**src/rtl/mod503_chunk_reduce_ctrl.sv**
```systemverilog
// Sequential mod-503 reducer: streams a wide operand through a shared chunk-residue
// LUT bank one CHUNK_W slice per cycle and accumulates the returned residues mod MOD.
module mod503_chunk_reduce_ctrl #(
  parameter int OP_W    = 300,
  parameter int CHUNK_W = 6,
  parameter int MOD     = 503,
  parameter int RES_W   = 9
) (
  input  logic               clk,
  input  logic               rst_n,
  input  logic               flush,
  input  logic               in_valid,
  output logic               in_ready,
  input  logic [OP_W-1:0]    in_data,
  output logic [5:0]         lut_idx,
  output logic [CHUNK_W-1:0] lut_x,
  input  logic [RES_W-1:0]   lut_z,
  output logic               out_valid,
  input  logic               out_ready,
  output logic [RES_W-1:0]   out_res,
  output logic               busy,
  output logic               lut_err
);
  localparam int NCHUNK = OP_W / CHUNK_W;
  localparam logic [RES_W-1:0] MOD_R    = RES_W'(MOD);
  localparam logic [5:0]       LAST_IDX = 6'(NCHUNK - 1);

  typedef enum logic [1:0] {S_IDLE, S_RUN, S_DONE} state_e;

  state_e            state_q, state_d;
  logic [OP_W-1:0]   shift_q, shift_d;
  logic [RES_W-1:0]  acc_q, acc_d;
  logic [5:0]        idx_q, idx_d;
  logic              err_q, err_d;
  logic [RES_W:0]    sum, red;

  // One conditional subtract is exact while both addends are below MOD.
  assign sum = {1'b0, acc_q} + {1'b0, lut_z};
  assign red = (sum >= {1'b0, MOD_R}) ? sum - {1'b0, MOD_R} : sum;

  always_comb begin
    state_d   = state_q;
    shift_d   = shift_q;
    acc_d     = acc_q;
    idx_d     = idx_q;
    err_d     = err_q;
    in_ready  = 1'b0;
    out_valid = 1'b0;
    busy      = 1'b0;
    lut_idx   = '0;
    lut_x     = '0;
    unique case (state_q)
      S_IDLE: begin
        in_ready = 1'b1;
        if (in_valid) begin
          shift_d = in_data;
          acc_d   = '0;
          idx_d   = '0;
          err_d   = 1'b0;
          state_d = S_RUN;
        end
      end
      S_RUN: begin
        busy    = 1'b1;
        lut_idx = idx_q;
        lut_x   = shift_q[CHUNK_W-1:0];
        acc_d   = red[RES_W-1:0];
        shift_d = shift_q >> CHUNK_W;
        idx_d   = idx_q + 6'd1;
        if (lut_z >= MOD_R) err_d = 1'b1;
        if (idx_q == LAST_IDX) state_d = S_DONE;
      end
      S_DONE: begin
        busy      = 1'b1;
        out_valid = 1'b1;
        if (out_ready) state_d = S_IDLE;
      end
      default: state_d = S_IDLE;
    endcase
    // Abort overrides everything, including a same-cycle capture.
    if (flush) begin
      state_d = S_IDLE;
      shift_d = shift_q;
      acc_d   = '0;
      idx_d   = '0;
      err_d   = err_q;
    end
  end

  always_ff @(posedge clk or negedge rst_n) begin
    if (!rst_n) begin
      state_q <= S_IDLE;
      shift_q <= '0;
      acc_q   <= '0;
      idx_q   <= '0;
      err_q   <= 1'b0;
    end else begin
      state_q <= state_d;
      shift_q <= shift_d;
      acc_q   <= acc_d;
      idx_q   <= idx_d;
      err_q   <= err_d;
    end
  end

  assign out_res = acc_q;
  assign lut_err = err_q;

endmodule

```
**config.mk**
```make
export PLATFORM = sky130hd
export DESIGN_NAME = mod503_chunk_reduce_ctrl
export DESIGN_NICKNAME = d
export VERILOG_FILES = /design/src/rtl/mod503_chunk_reduce_ctrl.sv
export SDC_FILE = /design/constraint.sdc
export NUM_CORES = 1
export LEC_CHECK = 0
export ABC_CLOCK_PERIOD_IN_PS = 3500
export CAP_MARGIN = 20
export CORE_AREA = 10 10 245 247
export DETAILED_ROUTE_END_ITERATION = 8
export DIE_AREA = 0 0 255 257
export PLACE_DENSITY = 0.46
export SLEW_MARGIN = 20
export SYNTH_ARGS = -nofsm -noshare
export SYNTH_HDL_FRONTEND = slang
export SYNTH_SLANG_ARGS = --single-unit
```
**constraint.sdc**
```tcl
create_clock -name clk -period 3.5 [get_ports clk]
set_clock_uncertainty 0.05 [all_clocks]
set_input_delay 0.525 -clock clk [delete_from_list [all_inputs] [get_ports clk]]
set_output_delay 0.525 -clock clk [all_outputs]
set_load 0.02 [all_outputs]
```
[After elaboration in Yosys (flattened, before gate mapping)]
Index checks and enable logic that the tools add are counted.
Word-level totals
  word-level logic and storage cells: 49
  output and inout bits: 25
  bits in registers: 318
Operators by class
  bitwise operators: 1
  mux-type cells: 22
  reductions and logical operators: 8
  eq/ne operators: 8
  magnitude comparators: 2
  add/sub/neg operators: 3
Operators by type and width (number)
  300-bit one-hot mux with 2 select lines: 1
  300-bit 2-to-1 mux: 1
  9-bit 2-to-1 mux: 3
  6-bit 2-to-1 mux: 4
  9-bit one-hot mux with 2 select lines: 1
  6-bit one-hot mux with 2 select lines: 1
  9-bit by 9-bit adder with 10-bit output: 1
  10-bit by 9-bit greater-or-equal comparator with 1-bit output (second input constant): 1
  9-bit greater-or-equal comparator (second input constant): 1
  3-bit != test (second input constant): 3
  9-bit subtractor (second input constant): 1
  2-bit 2-to-1 mux: 4
  6-bit by 1-bit adder with 6-bit output (second input constant): 1
  6-bit == test (second input constant): 1
  2-bit one-hot mux with 3 select lines: 1
  3-bit AND reduction: 2
  1-bit 2-to-1 mux: 5
  2-bit != test (second input constant): 2
  4-bit AND reduction: 1
  3-bit nonzero test: 1
  2-bit by 1-bit == test with 1-bit output (second input constant): 1
  2-bit == test (second input constant): 1
  2-bit zero test: 1
  1-bit one-hot mux with 2 select lines: 1
  other kinds (4): 4

[Logic depth before layout (Yosys ltp)]
Gate-level depths: netlist (run 1).
  word-level depth: 5
  gate-level depth with buffers: 12
  gate-level depth less buffers: 12

[Least setup slack after synthesis (run 1)]
OpenSTA, ideal clock, no wires.
  path kind: input to register
  start: input lut_z[0]
  end: register acc_q[3], in the netlist out_res[3]
  path slack: 600 ps
  stages on the path: 12
  path buffers: 0
  arrival: 2724 ps
  cells stage by stage: ha_1 -> inv_1 -> fa_1 -> inv_1 -> ha_1 -> nand2_1 -> o21ai_0 -> a211oi_1 -> nor3_2 -> and3_4 -> mux2i_1 -> a221o_1
On the way
  cells in the longest elaborated chain, start to end: 5
RTL lines
  start, declared: RTL line 17  | input logic [RES_W-1:0] lut_z,
  9-bit by 9-bit adder with 10-bit output (*): RTL line 38  | assign sum = {1'b0, acc_q} + {1'b0, lut_z};
  9-bit subtractor or 10-bit by 9-bit greater-or-equal comparator with 1-bit output (tied branches): RTL line 39  | assign red = (sum >= {1'b0, MOD_R}) ? sum - {1'b0, MOD_R} : sum;
  9-bit 2-to-1 mux (*): RTL line 39
  9-bit one-hot mux with 2 select lines (*): RTL line 52  | unique case (state_q)
  9-bit 2-to-1 mux (*): RTL line 81  | if (flush) begin
  end signal, assigned: RTL line 94  | acc_q <= '0;
  end signal, assigned: RTL line 100  | acc_q <= acc_d;
  end, declared: RTL line 32  | logic [RES_W-1:0] acc_q, acc_d;
Every way passes the cells marked *; elsewhere a longest branch is shown, timed or not.
A chain may end at the register's enable or synchronous reset.

[Worst setup path after layout (run 1)]
  start: input lut_z[0]
  end: register acc_q[7], in the netlist out_res[7]
Same word-level chain as after synthesis.

==> key figures, run 1 <==
Setup path
  – Req. time, crit path: 3.86 ns
  – Crit path arrival time: 3.33 ns
  – Worst setup EP type: flop
  – Critical path class: in2reg
  – Crit start category: primary input
  – Crit Path Max Fanout: 4

STA
  – Fin Hold WS: 0.4195 ns
  – Minimum clock period: 2.972 ns
  – Max Slew Vio Count: 0
  – Worst-Margin Slew: 1.024 ns
  – Final setup viols: 0
  – Final hold vios: 0
  – Crit share post-route: 0.8492
  – Slew margin rel.: 0.3174
  – RSZ-0062 raised after global routing: no
  – Highest Clock Rate: 336.4 MHz

Final layout
  – Area growth, synth to finish: 36.82%
  – Layout cells sized above 1: 0.05736
  – Multi-input gate area: 0.006817 sq mm
  – Fill cell count: 5527
  – Commonest non-fill, non-tap cell in the layout: clkdlybuf4s50_1
  – Most frequent cells in the layout: clkdlybuf4s50_1 (337), nand2_1 (321), dfrtp_1 (318)
  – Final net count: 2151
  – Sequential Area: 0.007958 sq mm
  – Finished Cell Area: 0.02089 sq mm

Clocking
  – Post-cts hold buffer count: 1
  – PostCTS Resize Cnt: 0
  – CTS sink count: 318
  – Clk root buf: clkbuf_16
  – Register clock-pin slew on the reported worst setup and hold paths: 0.06 ns
  – CTS tree: yes
  – Clock Path Buffers: 3
  – Post-CTS Setup Repair Bufs: 0
  – CTS Buf Count: 40
  – H-tree depth: 2
  – Clk_lat worst skew: 0.55 ns

Synthesis
  – #FFs+latches synth: 318
  – Syn Area/Cell: 10.09 sq um
  – Combinational family with the most area after synthesis: multiplexers
  – Mux contribution to synthesized area: 0.1954
  – Ys Warns: 0
  – Simple logic cell fraction of the synthesized area: 0.1079
  – FFs w/ async S/R, synth: 1.000
  – Synth Area in XOR/XNOR: 0.005737
  – Top-area cell type share of the netlist area: 0.5213
  – Cell taking the most area after synthesis: dfrtp_1
  – Adder-cell share of the synthesized area: 0.01443
  – Synthesized area: 0.01527 sq mm
  – Mapped Nets: 1844
  – EDFF count, synth: 0
  – Distinct cells, synth: 48
  – Mapped Cells: 1513
  – Main synth FF type: dfrtp_1
  – Most area-consuming cells after synthesis: dfrtp_1 (52%), mux2i_1 (20%), o21ai_0 (10%)
  – Complex-gate fraction of the synthesized area: 0.1220
  – Post-synthesis sequential area ratio: 0.5213

Die
  – CORE AREA: 0.05488 sq mm
  – Site Rows: 86
  – Die width: 255 microns
  – Initial core utilization: 0.2782
  – Area of the die: 0.06554 sq mm
  – # IOs: 339
  – DIE HEIGHT: 257 microns

GRT
  – Initial antenna violation count: 15
  – Vias in the first global route: 12300
  – Maximum number of pins on one net before global-route repair: 134
  – First-pass GRT wire length: 73770 microns
  – Global router's overall resource usage: 0.1433
  – Total gr overflow: 0

Hold path
  – Min-Delay Path Class: reg2reg

Routing
  – Routed Antenna Nets: 0
  – DR WL/cell: 18.46 microns
  – Vias per cell: 4.521
  – Pre-antenna DRT Iters: 4
  – Detailed-route DRC error count: 0
  – Initial drt markers: 571
  – Detailed-route via count: 11560
  – WL final: 47190 microns

Power
  – LEAKAGE: 8.813 nW
  – Peak VDD IR: 0.5150 mV
  – PwrDens: 795.8 mW/mm^2

Placed design
  – Port Buffer Count: 338
  – Placed cell area: 0.01956 sq mm
  – HPWL Detailed: 34460 microns
  – Final Wtd Congestion: 0.7977

Status
  – Status: completed

Run
  – Total of max-cap violations: 0
-- synthesized netlist by cell type (2+ instances only) --
| cell | n |
|---|---|
| o21ai_0 | 311 |
| nor4_1 | 2 |
| buf_2 | 24 |
| or2_2 | 2 |
| or3_1 | 2 |
| xor2_1 | 3 |
| a211oi_1 | 4 |
| a22o_1 | 2 |
| dfrtp_1 | 318 |
| ha_1 | 16 |
| a221o_1 | 2 |
| a32o_1 | 2 |
| xnor2_1 | 7 |
| nor2_1 | 18 |
| o21ai_1 | 2 |
| a21oi_1 | 14 |
| and3_1 | 2 |
| nand2_1 | 321 |
| nor2b_1 | 4 |
| buf_6 | 4 |
| nand2b_1 | 5 |
| nor3_1 | 5 |
| mux2i_1 | 298 |
| and2_1 | 12 |
| inv_1 | 9 |
| buf_1 | 5 |
| nand4_1 | 4 |
| o211ai_1 | 5 |
| nand3b_1 | 9 |
| a31oi_1 | 2 |
| clkbuf_1 | 77 |
| nand3_1 | 6 |
-- per-stage QoR --
stage | utilization | cells | TNS [ns] | power [W] | setup slack, ns
global placement | 0.3564 | 2481 | 0 | 0.01257 | 0.01668
finish | 0.3806 | 2556 | 0 | 0.01662 | 0.5278
detailed placement | 0.3564 | 2481 | -0.01490 | 0.01271 | -0.01490
CTS | 0.3804 | 2552 | 0 | 0.01694 | 0.4698
floorplan | - | 1513 | 0 | 0.01061 | 0.6000
global route | 0.3805 | 2554 | 0 | 0.01800 | 0.3201
-- routing by layer --
metal	part of all wire	track usage	up-vias	routed length, microns
met5	0.0035	0	-	164
met4	0.018	0.04149	24	865
met3	0.059	0.04042	76	2780
met2	0.48	0.2338	220	22500
met1	0.44	0.1810	5371	20880
li1	-	-	5864	-
-- state kept, by name, indices dropped and copies added (netlist names) --
register and cells:
idx_q 6, lut_err 1, out_res 9, state_q 2
shift_q 300
-- cell families (layout without fill, tap and decap cells) --
group / after synthesis / in the layout
and+or+nand+nor: 397 / 397
AOI/OAI and AO/OA: 354 / 354
DFF: 318 / 318
muxes: 298 / 298
buffers and inverters: 119 / 454
adders and majority gates: 17 / 17
xor gates and xnor gates: 10 / 10
other: 0 / 4
-- layout make-up --
class                   instances  share of cell area
flip-flops and latches        318              0.3810
well taps                     704             0.04217
clock inverters                10            0.005271
repair buffers                375              0.1858
multi-input cells            1076              0.3263
diodes                          4           0.0004792
clock buffers                  60             0.05733
inverters                       9            0.001617
-- critical path: stages --
cell,delay (ns)
clkdlybuf4s50_1,0.48
ha_1,0.22
inv_1,0.07
fa_1,0.46
buf_4,0.16
or3b_1,0.35
a21oi_1,0.16
a211oi_1,0.10
or2_1,0.29
nor3_1,0.21
mux2i_1,0.22
o211ai_1,0.09
-- path summary, 6_finish.rpt --
path	cells past startpoint	slack [ns]	startpoint	endpoint
setup / recovery	12	0.53	lut_z[0]	out_res[7]
hold / removal	2	0.42	shift_q[294]	shift_q[294]
setup reg to reg	11	0.60	out_res[0]	out_res[7]
hold reg to reg	2	0.42	shift_q[294]	shift_q[294]
max in group asynchronous	3	2.05	rst_n	shift_q[217]
min in group asynchronous	2	0.49	rst_n	shift_q[17]
-- power breakdown --
part / total (W) / switching, W / internal [W]
registers: 0.00630 / 0.000952 / 0.00535
logic: 0.00620 / 0.00331 / 0.00290
clock network: 0.00411 / 0.00161 / 0.00250
total: 0.0166 / 0.00587 / 0.0108
Power figures use the tool's default switching activity.
==> inputs of run 2 (changes only) <==
--- a/config.mk
+++ b/config.mk
@@ -5,7 +5,7 @@
 export SDC_FILE = /design/constraint.sdc
 export NUM_CORES = 1
 export LEC_CHECK = 0
-export ABC_CLOCK_PERIOD_IN_PS = 3500
+export ABC_CLOCK_PERIOD_IN_PS = 2800
 export CAP_MARGIN = 20
 export CORE_AREA = 10 10 245 247
 export DETAILED_ROUTE_END_ITERATION = 8
==> constraint.sdc (replaced) <==
create_clock -name clk -period 2.8 [get_ports clk]
set_clock_uncertainty 0.05 [all_clocks]
set_input_delay 0.42 -clock clk [delete_from_list [all_inputs] [get_ports clk]]
set_output_delay 0.42 -clock clk [all_outputs]
set_load 0.02 [all_outputs]
==> run 2 against run 1 <==
Effect of this change: clock power increased by 28%; critical path depth increased by 3; sequential share of layout area decreased by 0.84 points; first-iteration DRC count unchanged; core utilization increased by 0.86 points; sequential power increased by 25%; combinational power increased by 34%; wire length increased by 2.5%; global-route usage increased by 0.41 points; die area unchanged; non-clock buffer count increased by 42; cell count increased by 1.6%.
==> key figures, run 2 (synthesis gave the netlist of run 1 again) <==
STA
  – Final hold vios: 0
  – Minimum clock period: 2.764 ns
  – Highest Clock Rate: 361.9 MHz
  – Setup TNS: 0 ns
  – Max Slew Vio Count: 0
  – RSZ-0062 raised after global routing: yes
  – Slew margin rel.: 0.4967
  – Final setup viols: 0
  – Crit share post-route: 0.9870
  – Worst-Margin Slew: 0.7516 ns

Power
  – Internal power: 0.01386 W
  – LEAKAGE: 9.072 nW
  – Comb power frac: 0.387
  – PwrDens: 1003 mW/mm^2
  – Sw Pwr: 0.007576 W
  – Sequential share of power: 0.368
  – Switching Fraction: 0.3535
  – Clk network pwr share: 0.245
  – Peak VDD IR: 0.4793 mV

Setup path
  – Crit Path Max Fanout: 3
  – FF-to-FF path depth: 14
  – Req. time, crit path: 3.19 ns
  – Critical path class: in2reg
  – Crit start category: primary input
  – RR Endpoint: out_res[6]
  – Critical R2R Launch: out_res[0]
  – Worst setup EP type: flop
  – Crit path arrival time: 3.15 ns
  – Flop-to-flop setup slack: 0.08 ns

Clocking
  – Clock Path Buffers: 3
  – Clk root buf: clkbuf_16
  – Clk_lat worst skew: 0.55 ns
  – H-tree depth: 2
  – CTS sink count: 318
  – Register clock-pin slew on the reported worst setup and hold paths: 0.06 ns
  – CTS tree: yes
  – CTS Buf Count: 40

Routing
  – Routed Antenna Nets: 0
  – DR WL/cell: 18.63 microns
  – Initial drt markers: 571
  – Detailed-route DRC error count: 0
  – Pre-antenna DRT Iters: 5
  – Detailed-route via count: 11850
  – WL final: 48360 microns
  – Vias per cell: 4.564

Final layout
  – Most frequent cells in the layout: clkdlybuf4s50_1 (336), nand2_1 (321), dfrtp_1 (317)
  – Biggest register: shift_q
  – Max reg flops: 300
  – Area growth, synth to finish: 39.93%
  – Cell Count, Final, Fillers Out: 2596
  – Final net count: 2193
  – Commonest non-fill, non-tap cell in the layout: clkdlybuf4s50_1
  – Layout cells sized above 1: 0.08845
  – Finished Cell Area: 0.02136 sq mm

GRT
  – Maximum number of pins on one net before global-route repair: 97
  – Met2 GRT Util: 0.2369
  – Global router's overall resource usage: 0.1474
  – GR Util met1: 0.1900
  – First-pass GRT wire length: 76050 microns
  – Total gr overflow: 0
  – Initial antenna violation count: 13
  – M3 GR Usage: 0.04103
  – GR peak layer: met2
  – Vias in the first global route: 12700

Hold path
  – Worst hold path startpoint: in_data[295]
  – Hold Path Cell Cnt: 3
  – End of the worst hold path: shift_q[295]
  – Min-Delay Path Class: in2reg

Die
  – DIE HEIGHT: 257 microns
  – Initial core utilization: 0.2782
  – # IOs: 339
  – Area of the die: 0.06554 sq mm
  – Site Rows: 86
  – Die width: 255 microns
  – CORE AREA: 0.05488 sq mm

Placed design
  – Final Wtd Congestion: 0.8157
  – Port Buffer Count: 338
  – HPWL Detailed: 35710 microns
  – Placed cells: 2519
  – Placed cell area: 0.01985 sq mm

Run
  – Total of max-cap violations: 0

Status
  – Status: completed
run 2: changes by cell type in the layout (fill, tap and decap cells not counted), sizes merged:
cell	before	now
dlymetal6s2s	0	1
clkinv	5	8
clkdlybuf4s50	337	336
bufinv	2	3
clkbuf	60	56
inv	11	9
buf	37	79
run 2: area by class of cell:
type                       count  area [sq um]
timing repair buffer         417          4219
antenna                        4         10.01
clock inverter                12         148.9
inverter                       9         33.78
sequential                   318          7959
clock buffer                  56          1184
tap                          704         880.8
fill                        5451         33520
multi-input combinational   1076          6927
run 2: per-layer routing:
layer  up-vias  wire length, microns  part of all wire
li1       5955                     -                 -
met1      5565                 21760              0.45
met2       244                 22690              0.47
met3        68                  2815             0.058
met4        16                   982             0.020
met5         -                   114            0.0024
run 2: critical path: stages:
cell and delay (ns):
clkdlybuf4s50_1 0.54, ha_4 0.16, inv_2 0.03, fa_1 0.57, inv_2 0.07, ha_4 0.16, nand2_1 0.07, o21ai_1 0.08
a211oi_2 0.29, nor3_2 0.10, buf_4 0.16, buf_4 0.13, nand3_1 0.07, o211ai_1 0.09, a22o_1 0.20
run 2: power by group through the flow:
stage	clock network [W]	logic [W]	registers, W
after floorplan	0	0.00568	0.00759
after global placement	0	0.00808	0.00794
after detailed placement	0	0.00821	0.00800
after CTS	0.00545	0.00829	0.00793
after global routing	0.00565	0.00935	0.00819
final	0.00525	0.00830	0.00788
run 2: how the worst max path moves through the flow:
stage               slack [ns]  startpoint          to
global route             -0.04    lut_z[0]  out_res[6]
floorplan                 0.06  out_res[0]  out_res[3]
CTS                     -0.009  out_res[0]  out_res[0]
global placement         -0.52    lut_z[0]  out_res[0]
detailed placement       -0.55    lut_z[0]  out_res[0]
finish                    0.04    lut_z[0]  out_res[6]
run 2: per-stage QoR:
stage                 util  setup slack [ns]  hold slack, ns  power, W
floorplan                -           0.05814         0.07441   0.01327
global placement    0.3617           -0.5158          0.4030   0.01602
detailed placement  0.3618           -0.5535          0.4069   0.01621
CTS                 0.3868         -0.008770          0.3345   0.02166
global route        0.3892          -0.03636          0.3849   0.02319
finish              0.3893           0.03646          0.3771   0.02143
run 2: what timing repair did:
item	CTS	global route
buffers inserted	1	3
pin swaps	1	11
hold endpoints to repair	57	0
hold buffers	1	0
gates resized for setup	0	23
endpoints found under the setup margin	13	10
==> inputs of run 3 (changes only) <==
--- a/config.mk
+++ b/config.mk
@@ -7,10 +7,10 @@
 export LEC_CHECK = 0
 export ABC_CLOCK_PERIOD_IN_PS = 2800
 export CAP_MARGIN = 20
-export CORE_AREA = 10 10 245 247
+export CORE_AREA = 10 10 220 222
 export DETAILED_ROUTE_END_ITERATION = 8
-export DIE_AREA = 0 0 255 257
-export PLACE_DENSITY = 0.46
+export DIE_AREA = 0 0 230 232
+export PLACE_DENSITY = 0.56
 export SLEW_MARGIN = 20
 export SYNTH_ARGS = -nofsm -noshare
 export SYNTH_HDL_FRONTEND = slang
==> run 3 against run 2 <==
Effect of this change: clock power down 4.2%; count of clock-buffer cells in the layout up 7; core utilization is 8.9 points higher; critical endpoint is now out_res[5]; highest routed layer unchanged.
==> key figures, run 3 (synthesis gave the netlist of run 1 again) <==
Final layout
  – Layout cells sized above 1: 0.08289
  – Biggest register: shift_q
  – Most frequent cells in the layout: clkdlybuf4s50_1 (335), nand2_1 (321), dfrtp_1 (317)
  – Max reg flops: 300
  – Final net count: 2186
  – Commonest non-fill, non-tap cell in the layout: clkdlybuf4s50_1
  – Post-layout util: 0.4785
  – Area growth, synth to finish: 37.71%

Clocking
  – Clk_lat worst skew: 0.55 ns
  – Clk root buf: clkbuf_16
  – CTS Buf Count: 39
  – CTS tree: yes
  – H-tree depth: 2
  – CTS sink count: 318
  – Clock Path Buffers: 3
  – Register clock-pin slew on the reported worst setup and hold paths: 0.06 ns

Power
  – Power, Total: 0.02093 W
  – PwrDens: 995.6 mW/mm^2
  – LEAKAGE: 9.009 nW
  – Peak VDD IR: 0.4656 mV

Setup path
  – Crit path arrival time: 3.12 ns
  – Most used cell, CP: a21oi_2
  – Worst setup EP type: flop
  – Critical path cell sequence: ha_4 -> inv_2 -> fa_2 -> or3b_4 -> a21oi_2 -> a211oi_2 -> or2_1 -> a21oi_2 -> o21ai_0 -> a221o_1
  – Crit start category: flop
  – Buf/Inv on CP: 1
  – Critical Path Max Stage Delay: 0.47 ns
  – Req. time, crit path: 3.17 ns
  – Crit Path Max Fanout: 3
  – Delay-heaviest family, CP: compound AO/OA/AOI/OAI gates
  – Crit-path slowest cell: fa_2
  – Critical path class: reg2reg

Routing
  – Vias per cell: 4.747
  – Routed Antenna Nets: 0
  – Initial drt markers: 689
  – Pre-antenna DRT Iters: 4
  – WL final: 44730 microns
  – DR WL/cell: 18.07 microns
  – Detailed-route DRC error count: 0
  – Detailed-route via count: 11750

Die
  – Initial core utilization: 0.3475
  – Die width: 230 microns
  – # IOs: 339
  – Area of the die: 0.05336 sq mm
  – CORE AREA: 0.04393 sq mm
  – Site Rows: 77
  – DIE HEIGHT: 232 microns

STA
  – Crit share post-route: 0.9807
  – Slew margin rel.: 0.5674
  – Worst-Margin Slew: 0.6489 ns
  – Max Slew Vio Count: 0
  – Final hold vios: 0
  – Minimum clock period: 2.746 ns
  – Highest Clock Rate: 364.2 MHz
  – Final setup viols: 0

Run
  – Total of max-cap violations: 0

GRT
  – Global router's overall resource usage: 0.1648
  – Maximum number of pins on one net before global-route repair: 161
  – Total gr overflow: 0
  – Initial antenna violation count: 8
  – First-pass GRT wire length: 70390 microns
  – Vias in the first global route: 12360

Placed design
  – HPWL Detailed: 32750 microns
  – Port Buffer Count: 338
  – Final Wtd Congestion: 0.8326

Hold path
  – Min-Delay Path Class: in2reg

Status
  – Status: completed
-- run 3: cell count changes in the layout (fill, tap and decap cells not counted), moves of 3 or more --
cell      previous run  this run
clkbuf_1             6        10
clkinv_2             7         2
diode_2              4         1
clkbuf_8             8        12
buf_12              17        12
-- run 3: what timing repair did --
| item | 4_1_cts | 5_1_grt |
|---|---|---|
| gates resized for setup | 0 | 20 |
| hold buffers | 1 | 0 |
| hold endpoints to repair | 62 | 0 |
| buffers inserted | 1 | 2 |
| endpoints found under the setup margin | 12 | 20 |
| pin swaps | 1 | 9 |
-- run 3: worst paths after layout --
path	startpoint	endpoint	slack, ns	cells after the start
min reg2reg	shift_q[298]	shift_q[298]	0.42	2
min in group asynchronous	rst_n	shift_q[15]	0.41	2
max in group asynchronous	rst_n	out_res[0]	1.47	3
min	in_data[295]	shift_q[295]	0.40	3
max	out_res[0]	out_res[5]	0.05	10
max reg2reg	out_res[0]	out_res[5]	0.05	10
-- run 3: cell type report --
cell class	count	area, sq um
fill	4150	22910
clock buffer	63	1229
timing repair buffer	411	4101
clock inverter	5	57.56
inverter	9	33.78
tap	592	740.7
antenna	1	2.502
multi-input combinational	1076	6899
sequential	318	7959
-- run 3: metal layers --
layer | wire length, microns | GRT usage | up-vias
met5 | 111 | 0 | -
met4 | 972 | 0.05098 | 14
met3 | 2312 | 0.04117 | 74
met2 | 21390 | 0.2689 | 237
met1 | 19950 | 0.2115 | 5503
li1 | - | - | 5920
-- run 3: through the flow --
stage	hold slack, ns	instance area [sq um]	setup slack [ns]	TNS, ns	cells
6_report	0.3975	21020	0.05396	0	2475
5_1_grt	0.3893	21020	-0.05329	-0.1016	2475
4_1_cts	0.3611	20920	0.01078	0	2472
3_5_place_dp	0.4072	19610	-0.4983	-3.988	2402
3_3_place_gp	0.4006	19610	-0.4875	-3.594	2402
2_1_floorplan	0.07441	15270	0.05814	0	1513
-- run 3: power breakdown --
group	switching [W]	internal, W	total (W)
Sequential	0.00119	0.00669	0.00788
Clock	0.00195	0.00308	0.00503
Combinational	0.00422	0.00381	0.00802
Total	0.00735	0.0136	0.0209
-- run 3: worst register-to-register path, stage by stage, from the launching register on --
cell and delay (ns):
dfrtp_2 0.43, ha_4 0.17, inv_2 0.05, fa_2 0.47, or3b_4 0.40, a21oi_2 0.18
a211oi_2 0.07, or2_1 0.28, a21oi_2 0.11, o21ai_0 0.08, a221o_1 0.33
